`src/rtl/dmem_arbiter.sv`:
```
// Arbitrates the single data-memory bus between the IFU (read-only) and the LSU.
// One transaction in flight; responses are registered per requester; a watchdog turns a lost response into an error.
module dmem_arbiter #(
  parameter int unsigned ADDR_WIDTH     = 32,
  parameter int unsigned DATA_WIDTH     = 32,
  parameter int unsigned LSU_PRIORITY   = 0,
  parameter int unsigned TIMEOUT_CYCLES = 255
) (
  input  logic                  clock,
  input  logic                  reset,
  input  logic                  ifu_req_valid,
  output logic                  ifu_req_ready,
  input  logic [ADDR_WIDTH-1:0] ifu_addr,
  output logic                  ifu_resp_valid,
  output logic [DATA_WIDTH-1:0] ifu_rdata,
  output logic                  ifu_resp_err,
  input  logic                  lsu_req_valid,
  output logic                  lsu_req_ready,
  input  logic [ADDR_WIDTH-1:0] lsu_addr,
  input  logic                  lsu_wen,
  input  logic [DATA_WIDTH-1:0] lsu_wdata,
  input  logic [1:0]            lsu_mask,
  output logic                  lsu_resp_valid,
  output logic [DATA_WIDTH-1:0] lsu_rdata,
  output logic                  lsu_resp_err,
  output logic                  mem_req_valid,
  input  logic                  mem_req_ready,
  output logic [ADDR_WIDTH-1:0] mem_addr,
  output logic                  mem_wen,
  output logic [DATA_WIDTH-1:0] mem_wdata,
  output logic [1:0]            mem_mask,
  input  logic                  mem_resp_valid,
  input  logic [DATA_WIDTH-1:0] mem_rdata
);

  localparam int unsigned TimerW = (TIMEOUT_CYCLES > 1) ? $clog2(TIMEOUT_CYCLES) : 1;
  localparam logic [TimerW-1:0] TimerLast =
      (TIMEOUT_CYCLES > 0) ? TimerW'(TIMEOUT_CYCLES - 1) : '0;
  localparam bit WatchdogEn = (TIMEOUT_CYCLES != 0);
  localparam bit LsuFirst   = (LSU_PRIORITY != 0);

  typedef enum logic [1:0] {StIdle, StIssue, StWait} state_e;
  typedef enum logic {OwnIfu, OwnLsu} owner_e;

  state_e                state_q, state_d;
  // The owner of the current transaction is also the last grant used for tie-breaking.
  owner_e                owner_q, owner_d;
  logic [TimerW-1:0]     timer_q, timer_d;
  logic [ADDR_WIDTH-1:0] addr_q, addr_d;
  logic                  wen_q, wen_d;
  logic [DATA_WIDTH-1:0] wdata_q, wdata_d;
  logic [1:0]            mask_q, mask_d;
  logic                  ifu_resp_valid_q, ifu_resp_valid_d;
  logic                  ifu_resp_err_q, ifu_resp_err_d;
  logic [DATA_WIDTH-1:0] ifu_rdata_q, ifu_rdata_d;
  logic                  lsu_resp_valid_q, lsu_resp_valid_d;
  logic                  lsu_resp_err_q, lsu_resp_err_d;
  logic [DATA_WIDTH-1:0] lsu_rdata_q, lsu_rdata_d;

  logic ifu_wins, lsu_wins, idle;

  always_comb begin
    idle     = (state_q == StIdle);
    lsu_wins = lsu_req_valid & (~ifu_req_valid | LsuFirst | (owner_q == OwnIfu));
    ifu_wins = ifu_req_valid & ~lsu_wins;
  end

  assign ifu_req_ready  = idle & ifu_wins;
  assign lsu_req_ready  = idle & lsu_wins;
  assign mem_req_valid  = (state_q == StIssue);
  assign mem_addr       = addr_q;
  assign mem_wen        = wen_q;
  assign mem_wdata      = wdata_q;
  assign mem_mask       = mask_q;
  assign ifu_resp_valid = ifu_resp_valid_q;
  assign ifu_resp_err   = ifu_resp_err_q;
  assign ifu_rdata      = ifu_rdata_q;
  assign lsu_resp_valid = lsu_resp_valid_q;
  assign lsu_resp_err   = lsu_resp_err_q;
  assign lsu_rdata      = lsu_rdata_q;

  always_comb begin
    state_d          = state_q;
    owner_d          = owner_q;
    timer_d          = timer_q;
    addr_d           = addr_q;
    wen_d            = wen_q;
    wdata_d          = wdata_q;
    mask_d           = mask_q;
    ifu_resp_valid_d = 1'b0;
    ifu_resp_err_d   = 1'b0;
    ifu_rdata_d      = ifu_rdata_q;
    lsu_resp_valid_d = 1'b0;
    lsu_resp_err_d   = 1'b0;
    lsu_rdata_d      = lsu_rdata_q;

    unique case (state_q)
      StIdle: begin
        if (lsu_wins) begin
          state_d = StIssue;
          owner_d = OwnLsu;
          addr_d  = lsu_addr;
          wen_d   = lsu_wen;
          wdata_d = lsu_wdata;
          mask_d  = lsu_mask;
        end else if (ifu_wins) begin
          state_d = StIssue;
          owner_d = OwnIfu;
          addr_d  = ifu_addr;
          wen_d   = 1'b0;
          wdata_d = '0;
          mask_d  = 2'd2;
        end
      end
      StIssue: begin
        if (mem_req_ready) begin
          state_d = StWait;
          timer_d = '0;
        end
      end
      StWait: begin
        timer_d = timer_q + 1'b1;
        if (mem_resp_valid) begin
          state_d = StIdle;
          if (owner_q == OwnLsu) begin
            lsu_resp_valid_d = 1'b1;
            lsu_rdata_d      = mem_rdata;
          end else begin
            ifu_resp_valid_d = 1'b1;
            ifu_rdata_d      = mem_rdata;
          end
        end else if (WatchdogEn && (timer_q == TimerLast)) begin
          state_d = StIdle;
          if (owner_q == OwnLsu) begin
            lsu_resp_valid_d = 1'b1;
            lsu_resp_err_d   = 1'b1;
            lsu_rdata_d      = '0;
          end else begin
            ifu_resp_valid_d = 1'b1;
            ifu_resp_err_d   = 1'b1;
            ifu_rdata_d      = '0;
          end
        end
      end
      default: state_d = StIdle;
    endcase
  end

  always_ff @(posedge clock) begin
    if (!reset) begin
      state_q          <= StIdle;
      owner_q          <= OwnIfu;
      timer_q          <= '0;
      addr_q           <= '0;
      wen_q            <= 1'b0;
      wdata_q          <= '0;
      mask_q           <= '0;
      ifu_resp_valid_q <= 1'b0;
      ifu_resp_err_q   <= 1'b0;
      ifu_rdata_q      <= '0;
      lsu_resp_valid_q <= 1'b0;
      lsu_resp_err_q   <= 1'b0;
      lsu_rdata_q      <= '0;
    end else begin
      state_q          <= state_d;
      owner_q          <= owner_d;
      timer_q          <= timer_d;
      addr_q           <= addr_d;
      wen_q            <= wen_d;
      wdata_q          <= wdata_d;
      mask_q           <= mask_d;
      ifu_resp_valid_q <= ifu_resp_valid_d;
      ifu_resp_err_q   <= ifu_resp_err_d;
      ifu_rdata_q      <= ifu_rdata_d;
      lsu_resp_valid_q <= lsu_resp_valid_d;
      lsu_resp_err_q   <= lsu_resp_err_d;
      lsu_rdata_q      <= lsu_rdata_d;
    end
  end

endmodule

```
`config.mk`:
```
export PLATFORM = sky130hd
export DESIGN_NAME = dmem_arbiter
export DESIGN_NICKNAME = d
export VERILOG_FILES = /design/src/rtl/dmem_arbiter.sv
export SDC_FILE = /design/constraint.sdc
export NUM_CORES = 1
export LEC_CHECK = 0
export ABC_AREA = 1
export CAP_MARGIN = 20
export CORE_MARGIN = 2
export CORE_UTILIZATION = 35
export DETAILED_ROUTE_END_ITERATION = 10
export GPL_ROUTABILITY_DRIVEN = 0
export PLACE_DENSITY = 0.71
export SLEW_MARGIN = 20
export SYNTH_ARGS = -nofsm -noshare
export SYNTH_HDL_FRONTEND = slang
export SYNTH_SLANG_ARGS = --single-unit
```
`constraint.sdc`:
```
create_clock -name clock -period 1.7 [get_ports clock]
set_clock_uncertainty 0.05 [all_clocks]
set_input_delay 0.17 -clock clock [delete_from_list [all_inputs] [get_ports clock]]
set_output_delay 0.17 -clock clock [all_outputs]
set_load 0.01 [all_outputs]
```
# Word-level counts from Yosys, hierarchy flattened
# Index checks and enable logic that the tools add are counted.
# op_classes
n_addsub,1
n_eq_ne,6
muxes,31
n_bitwise,10
reduce_logical,11
# ops
op,count
two-way mux 32 bit,12
case mux 8 bit (2 select lines),1
two-way mux 2 bit,7
two-way mux 1 bit,9
AND reduction 3 bit,3
adder 8 x 1 -> 8 bit (second input constant),1
== test 8 bit (second input constant),1
two-way mux 8 bit,1
inequality test 3 bit (second input constant),2
case mux 2 bit (3 select lines),1
AND reduction 2 bit,3
nonzero test 2 bit,3
inverter 1 bit,5
AND 1 bit,4
OR reduction 3 bit,1
== test 2 x 1 -> 1 bit (second input constant),1
== test 2 bit (second input constant),1
zero test 2 bit,1
inequality test 2 x 1 -> 1 bit (second input constant),1
OR 1 bit,1
# totals
ff_bits,146
input_bits,137
out_inout_bits,138
wordCells,72

# Depth between registers and ports, before layout
# Gate-level depths: netlist of the first run.
# logic_depth
depth_word,8
ltp_mapped,13
ltp_nobuf,10

# Worst setup path after synthesis of the first run
# OpenSTA, ideal clock, no wires.
# synth_timing
kind,register to register
start,reg timer_q[0]
end,reg lsu_rdata_q[13] (netlist: lsu_rdata[13])
setup_time_ps,64
t_arrival_ps,1507
required_ps,1586
slack_ps,79
stages_incl_launch_ff,12
n_path_buf,2
period_less_slack_ps,1621
path_cell_list,dfxtp_1 inv_1 ha_1 nand2_1 nor2_1 nand2_1 nand2_2 nand3_1 buf_2 clkbuf_1 nor2_1 nor2_1
# synth_via
elab_chain_cells,3
# synth_lines
item,line,text
from (decl),48,"logic [TimerW-1:0] timer_q, timer_d;"
from (signal assigned),167,timer_q <= timer_d;
== test 8 bit,132,end else if (WatchdogEn && (timer_q == TimerLast)) begin
nonzero test 2 bit (no source line),-,
AND reduction 3 bit (no source line),-,
to (signal assigned),177,lsu_rdata_q <= lsu_rdata_d;
to (decl),58,"logic [DATA_WIDTH-1:0] lsu_rdata_q, lsu_rdata_d;"
# Every way passes these cells.
# A chain may end at the register's enable or synchronous reset.

# Worst setup path after layout of the first run
# layout_timing
start,reg state_q[1]
end,out ifu_req_ready
# layout_via
elab_chain_cells,2
# layout_lines
item,line,text
from (decl),45,"state_e state_q, state_d;"
from (signal assigned),151,state_q <= StIdle;
from (signal assigned),165,state_q <= state_d;
zero test 2 bit,63,idle = (state_q == StIdle);
AND 1 bit,68,assign ifu_req_ready = idle & ifu_wins;
to (decl),12,"output logic ifu_req_ready,"
# Every way passes these cells.

==> metrics, run 1 <==
status complete, no violations; Simple-Gate Fraction of Synth Area 30.1%; vias per cell 4.54; syn nets 1062; largest family of logic cells by synthesized area simple AND/OR/NAND/NOR gates; FF-to-FF path depth 11; crit path time final 1.60 ns; GRT busiest layer met2; share of total power in the clock network 40.2%; RSZ-0062 raised after global routing yes; vias in the first global route 5824; CP max FO 3; clk root buf clkbuf_16; Synth Area per Inst 6.75 sq um; sw frac 27.0%; critical path arrival 1.38 ns; Design Power 8.75 mW; Starting DRT DRC Count 310; Routed Antenna Nets 0; Post-Synth XOR/XNOR Area 0%; Worst Setup End Kind primary output; Final #Nets 1323; core area 17400 sq um; Residual DRC 0; Lkg Pwr 4.25 nW; Adder-Cell Fraction of Synth Area 0.402%; Max Fclk 626 MHz; startpoint types flip-flop; final WL 18.6 mm; grt ovf 0; Max VDD drop 0.000673 V; setup violators final 0; synth top area cells dfxtp_1, nand2_1, inv_1; first-pass iteration count of the detailed router 5; # clock sinks 146; Final Cycle Share 94.0%; max_cap viols 0; Post-Syn Area 6230 sq um; row cnt 48; Worst Max-Slew Pin Slew 0.696 ns; R2R Setup Slk 0.14 ns; mux cell area share after synthesis 0%; hold endpoint lsu_rdata[9]; max-slew violations 0; GRT met1 Usage 23.2%; Die Wd 137 um; max_slew headroom 53.5%; RR Endpoint ifu_rdata[0]; TritonCTS buffer count 17; met3 track demand over resource 6.88%; Net Sw Power 2.36 mW; Post-DP HPWL 13.3 mm; area grow syn2layout 57.8%; largest area contributor in the netlist dfxtp_1; total negative setup slack 0 ns; via count 6461; Initial Utilization 35.9%; internal power 6.38 mW; logic gate share of total power 17.5%; number of fill cells 1624; min-delay src reset; worst-skew pair later-pin latency 0.42 ns; Mapped Cells 923; pin count of the biggest net entering global routing 66; CTS tree done; # IOs 275; Synth Warn # 0; Hold Path Stages 4; layout cells sized above 1 6.52%; die area 18900 sq um; Total GRT Usage 19.7%; Seq pwr share 42.3%; clk slew on worst S/H paths 0.06 ns; post-synthesis compound-gate area fraction 10.2%; Global Route met2 Usage 33.3%; Yosys top cell area share 46.9%; CTS Buffer Depth 2; HP Class input port to flip-flop; Synth Register Bits 146; register area share after synthesis 46.9%; Worst EP required 1.48 ns; P per Cell Area 890 nW/um^2; reg2reg start timer_q[0]; H-Tree Depth 4; IO buf count 274; WL per Instance 13.1 um; Distinct cells, synth 25; first-pass GRT wire length 29.0 mm; WS Path Type flip-flop to primary output; initial antenna violation count 0; buffer count from post-CTS setup fixing 0; final hold vios 0; number of diodes 0; cts hold-fix bufs 0; die height 137 um
==> what timing repair did <==
| item | 4_1_cts | 5_1_grt |
|---|---|---|
| pin swaps | 0 | 1 |
| resized for setup | 6 | 4 |
| setup endpoints to repair | 3 | 6 |
==> power by group through the flow <==
stage / Sequential, mW / Clock (mW) / Combinational [mW]
floorplan: 3.85 / 0 / 0.564
global placement: 3.77 / 0 / 1.53
detailed placement: 3.78 / 0 / 1.54
CTS: 3.71 / 3.62 / 1.54
global route: 3.73 / 3.72 / 1.68
finish: 3.70 / 3.51 / 1.53
==> cells in the mapped netlist <==
cell type and n:
nand2_1 313, dfxtp_1 146, inv_1 126, nor2_1 104, a21oi_1 42, o21ai_0 39, nand4_1 38, clkbuf_1 33
a31oi_1 32, buf_2 13, buf_1 10, nand3_1 6, buf_6 4, inv_2 4, ha_1 2, or2_2 2
a211oi_1 1, buf_4 1, nand2_2 1, nand3_2 1, nor2_2 1, o211ai_1 1, o21ai_2 1, o21bai_1 1
or3_1 1
==> stage by stage <==
stage          instances  area [sq um]  util (%)  setup slack, ns  hold WS, ns
2_1_floorplan        923          6230         -           0.0792        0.255
3_3_place_gp        1390          9260      53.4          -0.0543        0.401
3_5_place_dp        1390          9260      53.4          -0.0923        0.406
4_1_cts             1422          9820      56.6          0.00959        0.172
5_1_grt             1422          9820      56.6         -0.00661        0.201
6_report            1422          9820      56.6            0.103        0.198
==> logic make-up after synthesis <==
family,after synthesis
and+or+nand+nor,467
AOI/OAI and AO/OA,117
adders and majority gates,2
buffers and inverters,191
DFF,146
==> worst max-delay path by stage <==
stage	startpoint	end	slack, ns	cells past startpoint
after detailed placement	ifu_req_valid	ifu_req_ready	-0.09	6
final	state_q[1]	ifu_req_ready	0.10	5
after global placement	ifu_req_valid	ifu_req_ready	-0.05	6
after CTS	owner_q	lsu_req_ready	0.01	6
after global routing	timer_q[0]	ifu_rdata[30]	-0.007	10
after floorplan	timer_q[0]	lsu_rdata[13]	0.08	11
==> cells in the final DEF, fill, tap and decap left out, drive strengths merged <==
master	instances
dfxtp	146
or2	2
a31oi	32
clkinvlp	4
ha	2
nor2	105
buf	30
inv	135
clkdlybuf4s50	270
or3	1
nand3	7
nand4	38
a211oi	1
o211ai	1
a21oi	42
clkinv	3
nand2	314
o21ai	40
clkbuf	20
o21bai	1
dlygate4sd2	1
clkdlybuf4s15	2
==> state kept, by name (all words and copies together) (netlist names), 2 cells and up <==
register,flops
timer_q,8
mem_wdata,32
state_q,2
mem_mask,2
mem_addr,32
lsu_rdata,32
ifu_rdata,32
==> metal layers <==
| metal | vias to the layer above | wire [um] |
|---|---|---|
| met5 | - | 0 |
| met4 | 0 | 218 |
| met3 | 14 | 1600 |
| met2 | 237 | 9010 |
| met1 | 2842 | 7800 |
| li1 | 3368 | - |
==> final cells by class <==
class	count	area (sq um)	share of cell area, %
Clock buffer	20	457	4.65
Multi-Input combinational cell	586	2550	26.0
Clock inverter	12	98.8	1.01
Inverter	130	488	4.97
Tap cell	225	282	2.87
Sequential cell	146	2930	29.8
Timing Repair Buffer	303	3020	30.7
==> worst max-delay path: stages, from the launching register on <==
cell	delay, ns
dfxtp_1	0.32
nor2_1	0.10
buf_4	0.14
nand2_1	0.06
nor2_2	0.11
clkdlybuf4s15_2	0.23
No activity file was read; power rests on OpenSTA's default activity.
==> run 2: changes to the inputs <==
--- a/config.mk
+++ b/config.mk
@@ -8,10 +8,9 @@
 export ABC_AREA = 1
 export CAP_MARGIN = 20
 export CORE_MARGIN = 2
-export CORE_UTILIZATION = 35
+export CORE_UTILIZATION = 40
 export DETAILED_ROUTE_END_ITERATION = 10
-export GPL_ROUTABILITY_DRIVEN = 0
-export PLACE_DENSITY = 0.71
+export PLACE_DENSITY = 0.77
 export SLEW_MARGIN = 20
 export SYNTH_ARGS = -nofsm -noshare
 export SYNTH_HDL_FRONTEND = slang
==> constraint.sdc (replaced) <==
create_clock -name clock -period 1.5 [get_ports clock]
set_clock_uncertainty 0.05 [all_clocks]
set_input_delay 0.15 -clock clock [delete_from_list [all_inputs] [get_ports clock]]
set_output_delay 0.15 -clock clock [all_outputs]
set_load 0.01 [all_outputs]
==> run 2 against run 1 <==
Effect of this change:
- the run now ends with setup timing left
- die area decreased by 12%
- total power increased by 19%
- sequential cell count did not move
- clock-buffer cell count is 1 higher
- cell count shrank 0.84%
- sequential power is 13% higher
- combinational power up 21%
- register-to-register slack got worse by 0.23 ns
- clock power grew 24%
- final area grew 6.1%
- first-iteration DRC count increased by 42%
==> metrics, run 2 (same netlist as run 1, synthesis figures left out) <==
status finished with violations; slowest CP cell dfxtp_2; pin count of the biggest net entering global routing 66; startpoint types flip-flop; via count 6735; Final Worst Setup Slack -0.0927 ns; P per Cell Area 996 nW/um^2; core area 15200 sq um; number of diodes 0; setup violators final 58; row cnt 45; WS Path Type flip-flop to flip-flop; Total GRT Usage 21.9%; clk root buf clkbuf_16; area grow syn2layout 67.5%; worst-skew pair later-pin latency 0.41 ns; Residual DRC 0; layout cells sized above 1 13.7%; sw frac 26.3%; # IOs 275; internal power 7.65 mW; RSZ-0062 raised after global routing yes; Initial Utilization 41.0%; Routed Antenna Nets 0; Lkg Pwr 5.47 nW; die height 129 um; post-layout util 68.6%; max-slew violations 0; crit-path cells inv_2 > ha_4 > nand2_2 > nor2_2 > nand2_2 > nand2_4 > nand3_4 > clkbuf_16 > nand2_2 > nand2_1 > nor2_1; IO buf count 274; Largest stage delay, worst path 0.32 ns; CTS tree done; vias per cell 4.78; CP max FO 8; most frequent cells in the layout nand2_1, dfxtp_1, clkdlybuf4s50_1; # clock sinks 146; clk slew on worst S/H paths 0.06 ns; Final GP Congestion 0.831; die area 16600 sq um; cts hold-fix bufs 0; logic gate share of total power 17.8%; Final Cycle Share 106%; TritonCTS buffer count 17; Seq pwr share 40.3%; WL per Instance 14.7 um; Worst Max-Slew Pin Slew 0.359 ns; max_cap viols 0; max_slew headroom 76.1%; Max Fclk 628 MHz; crit path time final 1.59 ns; first-pass GRT wire length 28.6 mm; critical path arrival 1.90 ns; share of total power in the clock network 41.8%; Worst EP required 1.81 ns; Final #Nets 1348; final WL 20.7 mm; Starting DRT DRC Count 439; Net Sw Power 2.73 mW; initial antenna violation count 1; H-Tree Depth 4; grt ovf 0; commonest non-fill, non-tap cell in the layout nand2_1; Max VDD drop 0.000675 V; CP most frequent cell nand2_2; CTS Buffer Depth 2; HP Class input port to flip-flop; Worst Setup End Kind flip-flop; Post-DP HPWL 13.1 mm; vias in the first global route 5824; final hold vios 0; failing checks setup timing; Die Wd 129 um; Setup Slack @ Placement -0.235 ns; first-pass iteration count of the detailed router 5
[run 2: cell types whose count changed in the layout (fill, tap and decap cells not counted), moves of 13 or more]
cell,delta
dlygate4sd2_1,+103
nor2_2,+13
dlymetal6s2s_1,+29
nand2_2,+22
nand2_1,-33
nor2_1,-14
clkdlybuf4s50_1,-133
[run 2: path summary, 6_finish.rpt]
| path | from | end | slack [ns] | cells after the start |
|---|---|---|---|---|
| hold reg to reg | mem_wdata[23] | mem_wdata[23] | 0.41 | 2 |
| setup reg to reg | timer_q[0] | ifu_rdata[16] | -0.09 | 11 |
| setup / recovery | timer_q[0] | ifu_rdata[16] | -0.09 | 11 |
| hold / removal | reset | lsu_rdata[13] | 0.07 | 3 |
[run 2: repair_timing]
action	4_1_cts	5_1_grt
pin swaps	3	24
buffers inserted	1	4
setup endpoints to repair	143	129
gates resized for setup	119	123
cloned	0	14
[run 2: layer usage]
metal | GRT usage [%] | part of all wire, %
met2 | 36.7 | 50
met4 | 8.70 | 3.0
met1 | 24.7 | 38
met3 | 9.44 | 9.0
met5 | 0 | 0.077
[run 2: per-stage QoR]
stage          hold slack, ns  instances  power [mW]  TNS (ns)  cell area, sq um
2_1_floorplan           0.235        923        5.01    -0.151              6240
3_3_place_gp            0.398       1359        6.04     -5.48              9290
3_5_place_dp            0.403       1359        6.06     -6.32              9290
4_1_cts                0.0557       1392        10.3    -0.155              9770
5_1_grt                0.0685       1410        10.8     -8.84             10400
6_report               0.0723       1410        10.4     -1.62             10400
[run 2: power groups by stage]
stage / registers, mW / clock network (mW) / logic, mW
2_1_floorplan: 4.37 / 0 / 0.640
3_3_place_gp: 4.27 / 0 / 1.78
3_5_place_dp: 4.28 / 0 / 1.78
4_1_cts: 4.19 / 4.40 / 1.68
5_1_grt: 4.21 / 4.56 / 2.01
6_report: 4.19 / 4.34 / 1.85
[run 2: critical path, delay by kind of cell (launching register included)]
family / cells / cell delay (ns)
and+or+nand+nor: 8 / 0.75
DFF: 1 / 0.32
buffers and inverters: 2 / 0.29
adders and majority gates: 1 / 0.12
[run 2: area by class of cell]
cell class | count | area (sq um)
clock inverter | 11 | 126
fill | 1286 | 4770
clock buffer | 21 | 480
timing repair buffer | 328 | 3400
sequential | 146 | 2930
multi-input combinational | 586 | 2760
inverter | 130 | 493
tap | 188 | 235
